--- src/rtl/arb_pkg.sv ---
// arb_pkg: shared types and helpers for the round-robin arbiter.
// Imported by rr_pick and rr_arbiter.
package arb_pkg;

    typedef enum logic {
        ARB_IDLE   = 1'b0,
        ARB_LOCKED = 1'b1
    } arb_state_e;

    function automatic int arb_idx_width(int n);
        return (n > 1) ? $clog2(n) : 1;
    endfunction

endpackage

--- src/rtl/rr_pick.sv ---
// rr_pick: combinational round-robin priority search.
// Finds the first requester at or after start, wrapping, skipping excl.
module rr_pick
    import arb_pkg::*;
#(
    parameter int N = 4,
    parameter int W = arb_idx_width(N)
) (
    input  logic [N-1:0] req,
    input  logic [W-1:0] start,
    input  logic [N-1:0] excl,
    output logic [N-1:0] win,
    output logic [W-1:0] win_idx,
    output logic         any
);

    logic [N-1:0] cand;
    logic [W-1:0] jj;

    // Walk the ring from start and keep the first eligible requester
    always_comb begin
        cand    = req & ~excl;
        win     = '0;
        win_idx = '0;
        any     = 1'b0;
        jj      = '0;
        for (int k = 0; k < N; k++) begin
            jj = W'((int'(start) + k) % N);
            if (!any && cand[jj]) begin
                win[jj] = 1'b1;
                win_idx = jj;
                any     = 1'b1;
            end
        end
    end

endmodule

--- src/rtl/rr_arbiter.sv ---
// rr_arbiter: packet-locking round-robin arbiter with registered one-hot grant.
// The grant is held until the owner's last beat transfers or reset.
module rr_arbiter
    import arb_pkg::*;
#(
    parameter int Inputs   = 4,
    parameter int IdxWidth = arb_idx_width(Inputs)
) (
    input  logic                clk,
    input  logic                rst,
    input  logic [Inputs-1:0]   req_valid,
    input  logic [Inputs-1:0]   req_last,
    output logic [Inputs-1:0]   req_ready,
    output logic [Inputs-1:0]   grant,
    output logic [IdxWidth-1:0] grant_index,
    output logic                out_valid,
    output logic                out_last,
    input  logic                out_ready
);

    arb_state_e          state_q, state_d;
    logic [Inputs-1:0]   grant_q, grant_d;
    logic [IdxWidth-1:0] gidx_q, gidx_d;
    logic [IdxWidth-1:0] ptr_q, ptr_d;
    logic [IdxWidth-1:0] nxt_idx;
    logic [IdxWidth-1:0] pick_start;
    logic [Inputs-1:0]   pick_excl;
    logic [Inputs-1:0]   pick_win;
    logic [IdxWidth-1:0] pick_idx;
    logic                pick_any;
    logic                locked;
    logic                owner_valid;
    logic                owner_last;
    logic                rel_fire;

    // Downstream view is the owner's request, gated by the registered grant
    always_comb begin
        owner_valid = |(req_valid & grant_q);
        owner_last  = |(req_last & grant_q);
        out_valid   = owner_valid;
        out_last    = owner_last;
        req_ready   = grant_q & {Inputs{out_ready}};
    end

    // Search window: from ptr when idle, from owner+1 without owner on release
    always_comb begin
        locked     = (state_q == ARB_LOCKED);
        nxt_idx    = IdxWidth'((int'(gidx_q) + 1) % Inputs);
        pick_start = locked ? nxt_idx : ptr_q;
        pick_excl  = locked ? grant_q : '0;
        rel_fire   = locked && owner_valid && owner_last && out_ready;
    end

    rr_pick #(
        .N (Inputs),
        .W (IdxWidth)
    ) u_pick (
        .req     (req_valid),
        .start   (pick_start),
        .excl    (pick_excl),
        .win     (pick_win),
        .win_idx (pick_idx),
        .any     (pick_any)
    );

    // Next-state: grant on idle request, hand over or drop on last beat
    always_comb begin
        state_d = state_q;
        grant_d = grant_q;
        gidx_d  = gidx_q;
        ptr_d   = ptr_q;
        unique case (state_q)
            ARB_IDLE: begin
                if (pick_any) begin
                    state_d = ARB_LOCKED;
                    grant_d = pick_win;
                    gidx_d  = pick_idx;
                end
            end
            ARB_LOCKED: begin
                if (rel_fire) begin
                    ptr_d = nxt_idx;
                    if (pick_any) begin
                        grant_d = pick_win;
                        gidx_d  = pick_idx;
                    end else begin
                        state_d = ARB_IDLE;
                        grant_d = '0;
                        gidx_d  = '0;
                    end
                end
            end
        endcase
    end

    // State, grant and pointer registers with synchronous reset
    always_ff @(posedge clk) begin
        if (rst) begin
            state_q <= ARB_IDLE;
            grant_q <= '0;
            gidx_q  <= '0;
            ptr_q   <= '0;
        end else begin
            state_q <= state_d;
            grant_q <= grant_d;
            gidx_q  <= gidx_d;
            ptr_q   <= ptr_d;
        end
    end

    assign grant       = grant_q;
    assign grant_index = gidx_q;

endmodule
--- config.mk ---
export PLATFORM = sky130hd
export DESIGN_NAME = rr_arbiter
export DESIGN_NICKNAME = d
export VERILOG_FILES = /design/src/rtl/arb_pkg.sv /design/src/rtl/rr_pick.sv /design/src/rtl/rr_arbiter.sv
export SDC_FILE = /design/constraint.sdc
export NUM_CORES = 1
export LEC_CHECK = 0
export ABC_AREA = 1
export CORE_MARGIN = 10
export CORE_UTILIZATION = 35
export CTS_BUF_LIST = sky130_fd_sc_hd__clkbuf_16
export DETAILED_ROUTE_END_ITERATION = 10
export GPL_ROUTABILITY_DRIVEN = 1
export PLACE_DENSITY = 0.62
export SYNTH_ARGS = -nofsm -noshare
export SYNTH_HDL_FRONTEND = slang
export SYNTH_SLANG_ARGS = --single-unit
--- constraint.sdc ---
create_clock -name clk -period 1.9 [get_ports clk]
set_input_delay 0.475 -clock clk [delete_from_list [all_inputs] [get_ports clk]]
set_output_delay 0.475 -clock clk [all_outputs]
set_load 0.01 [all_outputs]
== After elaboration in Yosys (flattened, before gate mapping) ==
Index checks and enable logic that the tools add are counted.

* Register bits: 9
* Input port bits: 11
* Output and inout bits: 12
* Word-level logic and storage cells: 85

* Add/subtract/negate cells: 4
* Order comparisons: 8
* Eq/ne operators: 2
* Muxes and demuxes: 41
* Bitwise logic cells: 9
* Reduce and logical (&&, ||, !) cells: 17

{| class="wikitable"
|+ Operators by type and width
! kind !! count
|-
| $mux 4 || 8
|-
| $and 4x4->4 || 4
|-
| $mux 2 || 8
|-
| $mux 1 || 14
|-
| $lt 2x3->1 const B || 4
|-
| $or 4x4->4 || 3
|-
| $logic_and 1x1->1 || 10
|-
| $bmux 1 s2 || 4
|-
| $demux 1 s2 || 4
|-
| $ge 2x1->1 const B || 4
|-
| $pmux 4 s2 || 1
|-
| $reduce_or 4->1 || 2
|-
| $add 2x1->2 const B || 2
|-
| $add 2x2->2 const B || 2
|-
| $not 4->4 || 1
|-
| $pmux 2 s2 || 1
|-
| $reduce_and 2->1 || 2
|-
| $logic_not 1->1 || 3
|-
| $ne 2x1->1 const B || 1
|-
| $ne 2x2->1 const B || 1
|-
| $pmux 1 s2 || 1
|-
| $not 1->1 || 1
|}

== Longest topological paths before layout ==
* Word-level depth: 18
* Depth in mapped cells: 15

== Modules after synthesis ==
A second synthesis with hierarchy kept.

* Cells, all modules: 191
* Area, all modules: 1117.3 um^2

{| class="wikitable"
|+ By module, submodules not included
! module !! times used !! cells an instance !! area an instance (um^2) !! seq. area each (um^2)
|-
| rr_arbiter || 1 || 100 || 609.3 || 180.2
|-
| rr_pick || 1 || 91 || 508.0 || 0.0
|}

== Worst setup path before layout ==
OpenSTA, ideal clock, no wires.

* Path type: register -> register
* Start point: register gidx_q[0] (netlist: grant_index[0])
* End point: register grant_q[0] (netlist: grant[0])
* Library setup time: 130 ps
* Arrival time: 1840 ps
* Required time: 1770 ps
* Path slack: -70 ps
* Cell stages (with the launch flop): 15
* Cell sequence: dfxtp_1 -> inv_1 -> nand2_1 -> nand3_1 -> nand2_2 -> ha_1 -> inv_1 -> nand3_1 -> nand3_4 -> nor2_8 -> nand2_4 -> nand2_4 -> nand2_2 -> nand2_1 -> a21oi_1

* Cells in the longest elaborated chain, start to end: 17

{| class="wikitable"
|+ Ends and longest elaborated chain
! element !! line !! source
|-
| start, declared || rr_arbiter.sv:23 || <nowiki>logic [IdxWidth-1:0] gidx_q, gidx_d;</nowiki>
|-
| start signal, assigned || rr_arbiter.sv:106 || <nowiki>gidx_q <= gidx_d;</nowiki>
|-
| $add 2x1->2 * || rr_arbiter.sv:48 || <nowiki>nxt_idx = IdxWidth'((int'(gidx_q) + 1) % Inputs);</nowiki>
|-
| $mux 2 * || rr_arbiter.sv:49 || <nowiki>pick_start = locked ? nxt_idx : ptr_q;</nowiki>
|-
| parallel branches: the longest is 15 deep, another holds $lt 2x3->1 || -- ||
|-
| end signal, assigned || rr_arbiter.sv:105 || <nowiki>grant_q <= grant_d;</nowiki>
|-
| end, declared || rr_arbiter.sv:22 || <nowiki>logic [Inputs-1:0] grant_q, grant_d;</nowiki>
|}

Every way passes the cells marked *. The select of a mux whose other input is x is not followed.
A chain may end at the register's enable or synchronous reset.

== Worst setup path after layout ==
* Start point: register gidx_q[1] (netlist: grant_index[1])
* End point: register grant_q[0] (netlist: grant[0])

Same word-level chain as after synthesis.

==> flow_metrics.tcl <==
set metrics [dict create \
    run_status "finished, final reports clean" \
    synthArstFlopShare_pct 0 \
    clk-insertion-delay-late_ps 230 \
    post-synth-top-count-cell "sky130_fd_sc_hd__nand2_1" \
    clock-skew-final_ps 2.25 \
    timing.max_cap.violations 0 \
    post-route-drc-count 0 \
    die_height_um 74.3 \
    ys.flop_type "sky130_fd_sc_hd__dfxtp_1" \
    clk_pin_slew_ps 40 \
    1st_pass_router_iterations 4 \
    cts_hold_buffers 0 \
    design.portCount 23 \
    starting_density_pct 37.1 \
    avgViaCountPerCell 5.14 \
    yosys_register_bits 9 \
    netlist_top_cells_count "62 x sky130_fd_sc_hd__nand2_1, 25 x sky130_fd_sc_hd__nand3_1, 21 x sky130_fd_sc_hd__inv_1, 12 x sky130_fd_sc_hd__nor2_1" \
    netlist_area_um2 1030 \
    regToRegSetupSlack_ps 20 \
    dr_total_vias 1389 \
    netlist_instances 176 \
    cp-start-kind "flip-flop" \
    rsz_0062_raised_after_global_routing "true" \
    die_area_um2 5520 \
    finalWorstPathRequiredPeriod_ps 1880 \
    tightestPinTransition_ps 377 \
    yosys-top-cells-area "sky130_fd_sc_hd__nand2_1 23%, sky130_fd_sc_hd__dfxtp_1 17%, sky130_fd_sc_hd__nand3_1 12%" \
    grt_pass1_vias 1249 \
    grt_antenna_before_repair 0 \
    clock-sinks 9 \
    critical_path_peak_fanout 6 \
    cts.path.max_buffers 2 \
    cellPowerDensity_nw_per_um2 843 \
    place.gp.congestion 0.881 \
    cp_data_required_time_ps 2060 \
    postSynthNetCount 191 \
    grt_first_pass_wirelength_um 5450 \
    synth_area_leader_cell "sky130_fd_sc_hd__nand2_1" \
    finalMaxSlewViolations 0 \
    synth-seq-area-share_pct 17.5 \
    timing.rr.end "grant[0]$_SDFFE_PP0P_" \
    flow.area_growth_from_synthesis_pct 79.5 \
    worst_r2r_path_depth 14 \
    hold-path-endpoint "grant_index[1]$_SDFFE_PP0P_" \
    worst_hold_path_startpoint "grant_index[1]$_SDFFE_PP0P_" \
    critical_path_arrival_ps 2030 \
    die_width_um 74.3 \
    clock_tree_from_tritoncts "built" \
    post-route-cell-area_um2 1850 \
    wirelength_um 3760 \
    clockRootBuffer "sky130_fd_sc_hd__clkbuf_16" \
    worstHoldPathType "flip-flop to flip-flop" \
    final_report_setup_violation_count 0 \
    num_antenna_cells 0 \
    coreArea_um2 2780 \
    holdPathStages 2 \
    synth-edff-count 0 \
    final_layout_size_suffix_gt1_share_pct 41.8 \
    maximum_level_of_the_cts_h_tree 1 \
    slew-limit-headroom_pct 74.8 \
    hpwl_um 2620 \
    grt_max_degree 10 \
    globalRoute.totalOverflow 0 \
    timing_hold_violations_final 0 \
    reg2reg_from "grant_index[1]$_SDFFE_PP0P_" \
    buffer_ports.inserted 22 \
    yosys_warnings 0 \
    synth_top_cell_area_share_pct 22.5 \
    criticalPathCategory "flip-flop to flip-flop" \
    post_drt_wl_per_cell_um 13.9 \
    core.rowCount 19 \
    timing.critical_path.to_type "flip-flop" \
    postPlaceCellArea_um2 1480 \
    numCtsBuffers 3 \
    peakVddDrop_uv 704 \
    yosys.cell_types.count 26 \
    post_synth.cell_area_avg_um2 5.87 \
    detail_route.iter0.violations 65 \
    finalNetCount 255 \
    detail-route-antenna-nets 0 \
    p_leak_nw 0.955 \
    period_share_pct 98.7 \
    setup-tns-final_ps 0 \
    global_route.usage.total_pct 12.0 \
    maxClockFrequency_mhz 533 \
]
==> sequential cells by signal, indices dropped and copies added, names as in the netlist <==
name and cells:
grant 4, grant_index 2, locked 1, ptr_q 2
==> worst max-delay path by stage <==
| stage | start | endpoint | cells past startpoint |
|---|---|---|---|
| after floorplan | grant_index[0]$_SDFFE_PP0P_ | grant[0]$_SDFFE_PP0P_ | 15 |
| after global placement | req_valid[0] | out_valid | 6 |
| after detailed placement | req_valid[0] | out_valid | 6 |
| after CTS | locked$_SDFF_PP0_ | grant[3]$_SDFFE_PP0P_ | 14 |
| after global routing | locked$_SDFF_PP0_ | grant[0]$_SDFFE_PP0P_ | 13 |
| final | grant_index[1]$_SDFFE_PP0P_ | grant[0]$_SDFFE_PP0P_ | 14 |
==> logic make-up (layout without fill, tap and decap cells) <==
group,after synthesis,count (layout),share of synthesized area [%]
compound gates,18,18,11.4
buf+inv,27,90,11.3
fa+ha+maj,4,4,4.85
simple gates,118,118,55.0
flops,9,9,17.5
==> power breakdown <==
group,total [W],internal [W],leakage [nW],switching [W]
logic,0.000944,0.000427,0.838,0.000517
clock network,0.000365,0.000275,0.0423,0.0000898
registers,0.000253,0.000215,0.0750,0.0000377
total,0.00156,0.000918,0.955,0.000644
==> per-stage QoR <==
stage               total power [W]  setup WS, ps  cells  utilization, %  hold WS (ps)
floorplan                  0.000686          9.77    176               -           477
global placement           0.000993          -374    254            53.1           493
detailed placement          0.00100          -394    254            53.1           500
CTS                         0.00144         -3.83    262            59.8           506
global route                0.00166         -86.4    270            66.6           549
finish                      0.00156          24.7    270            66.6           516
==> cells in the final DEF, fill, tap and decap left out, drive strengths merged <==
master,netlist,final
a22o,2,2
clkbuf,0,4
clkdlybuf4s50,0,11
a311oi,1,1
dfxtp,9,9
a21oi,7,7
ha,4,4
dlygate4sd2,0,5
nand3,26,26
nand4,2,2
o211ai,1,1
o21ai,4,4
dlymetal6s2s,0,3
or2,1,1
buf,3,42
nand3b,1,1
o21a,1,1
o22ai,1,1
a211oi,1,1
nand2,75,75
clkinvlp,0,1
nor2,13,13
inv,24,24
==> what timing repair did <==
item,CTS,global route
gates resized for setup,41,31
endpoints found under the setup margin,13,13
cloned,0,1
buffers inserted,4,7
pin swaps,6,10
hold endpoints to repair,0,0
==> worst max-delay path: stages (launching register included) <==
cell and delay [ps]:
sky130_fd_sc_hd__dfxtp_2 350, sky130_fd_sc_hd__buf_4 120, sky130_fd_sc_hd__nand2_1 80, sky130_fd_sc_hd__nand3_1 100, sky130_fd_sc_hd__nand2_2 110, sky130_fd_sc_hd__buf_6 150, sky130_fd_sc_hd__buf_4 130, sky130_fd_sc_hd__nand2_2 80
sky130_fd_sc_hd__nand2_4 80, sky130_fd_sc_hd__nor2_8 160, sky130_fd_sc_hd__buf_4 130, sky130_fd_sc_hd__nand3_1 60, sky130_fd_sc_hd__nand2_1 100, sky130_fd_sc_hd__nand2_2 40, sky130_fd_sc_hd__a21oi_1 110
==> cell type report <==
cell class                      count  area [um2]
Clock inverter                      1        3.75
Clock buffer                        3        75.1
Fill cell                         221         928
Multi-Input combinational cell    140         911
Inverter                           24        96.3
Sequential cell                     9         189
Tap cell                           31        38.8
Timing Repair Buffer               62         539
==> metal layers <==
metal | wire length [um] | up-vias | global-route usage [%]
li1 | - | 691 | -
met1 | 1510 | 656 | 13.9
met2 | 2030 | 36 | 21.7
met3 | 165 | 6 | 2.79
met4 | 52 | 0 | 2.44
met5 | 0 | - | 0
No activity file was read; power rests on OpenSTA's default activity.
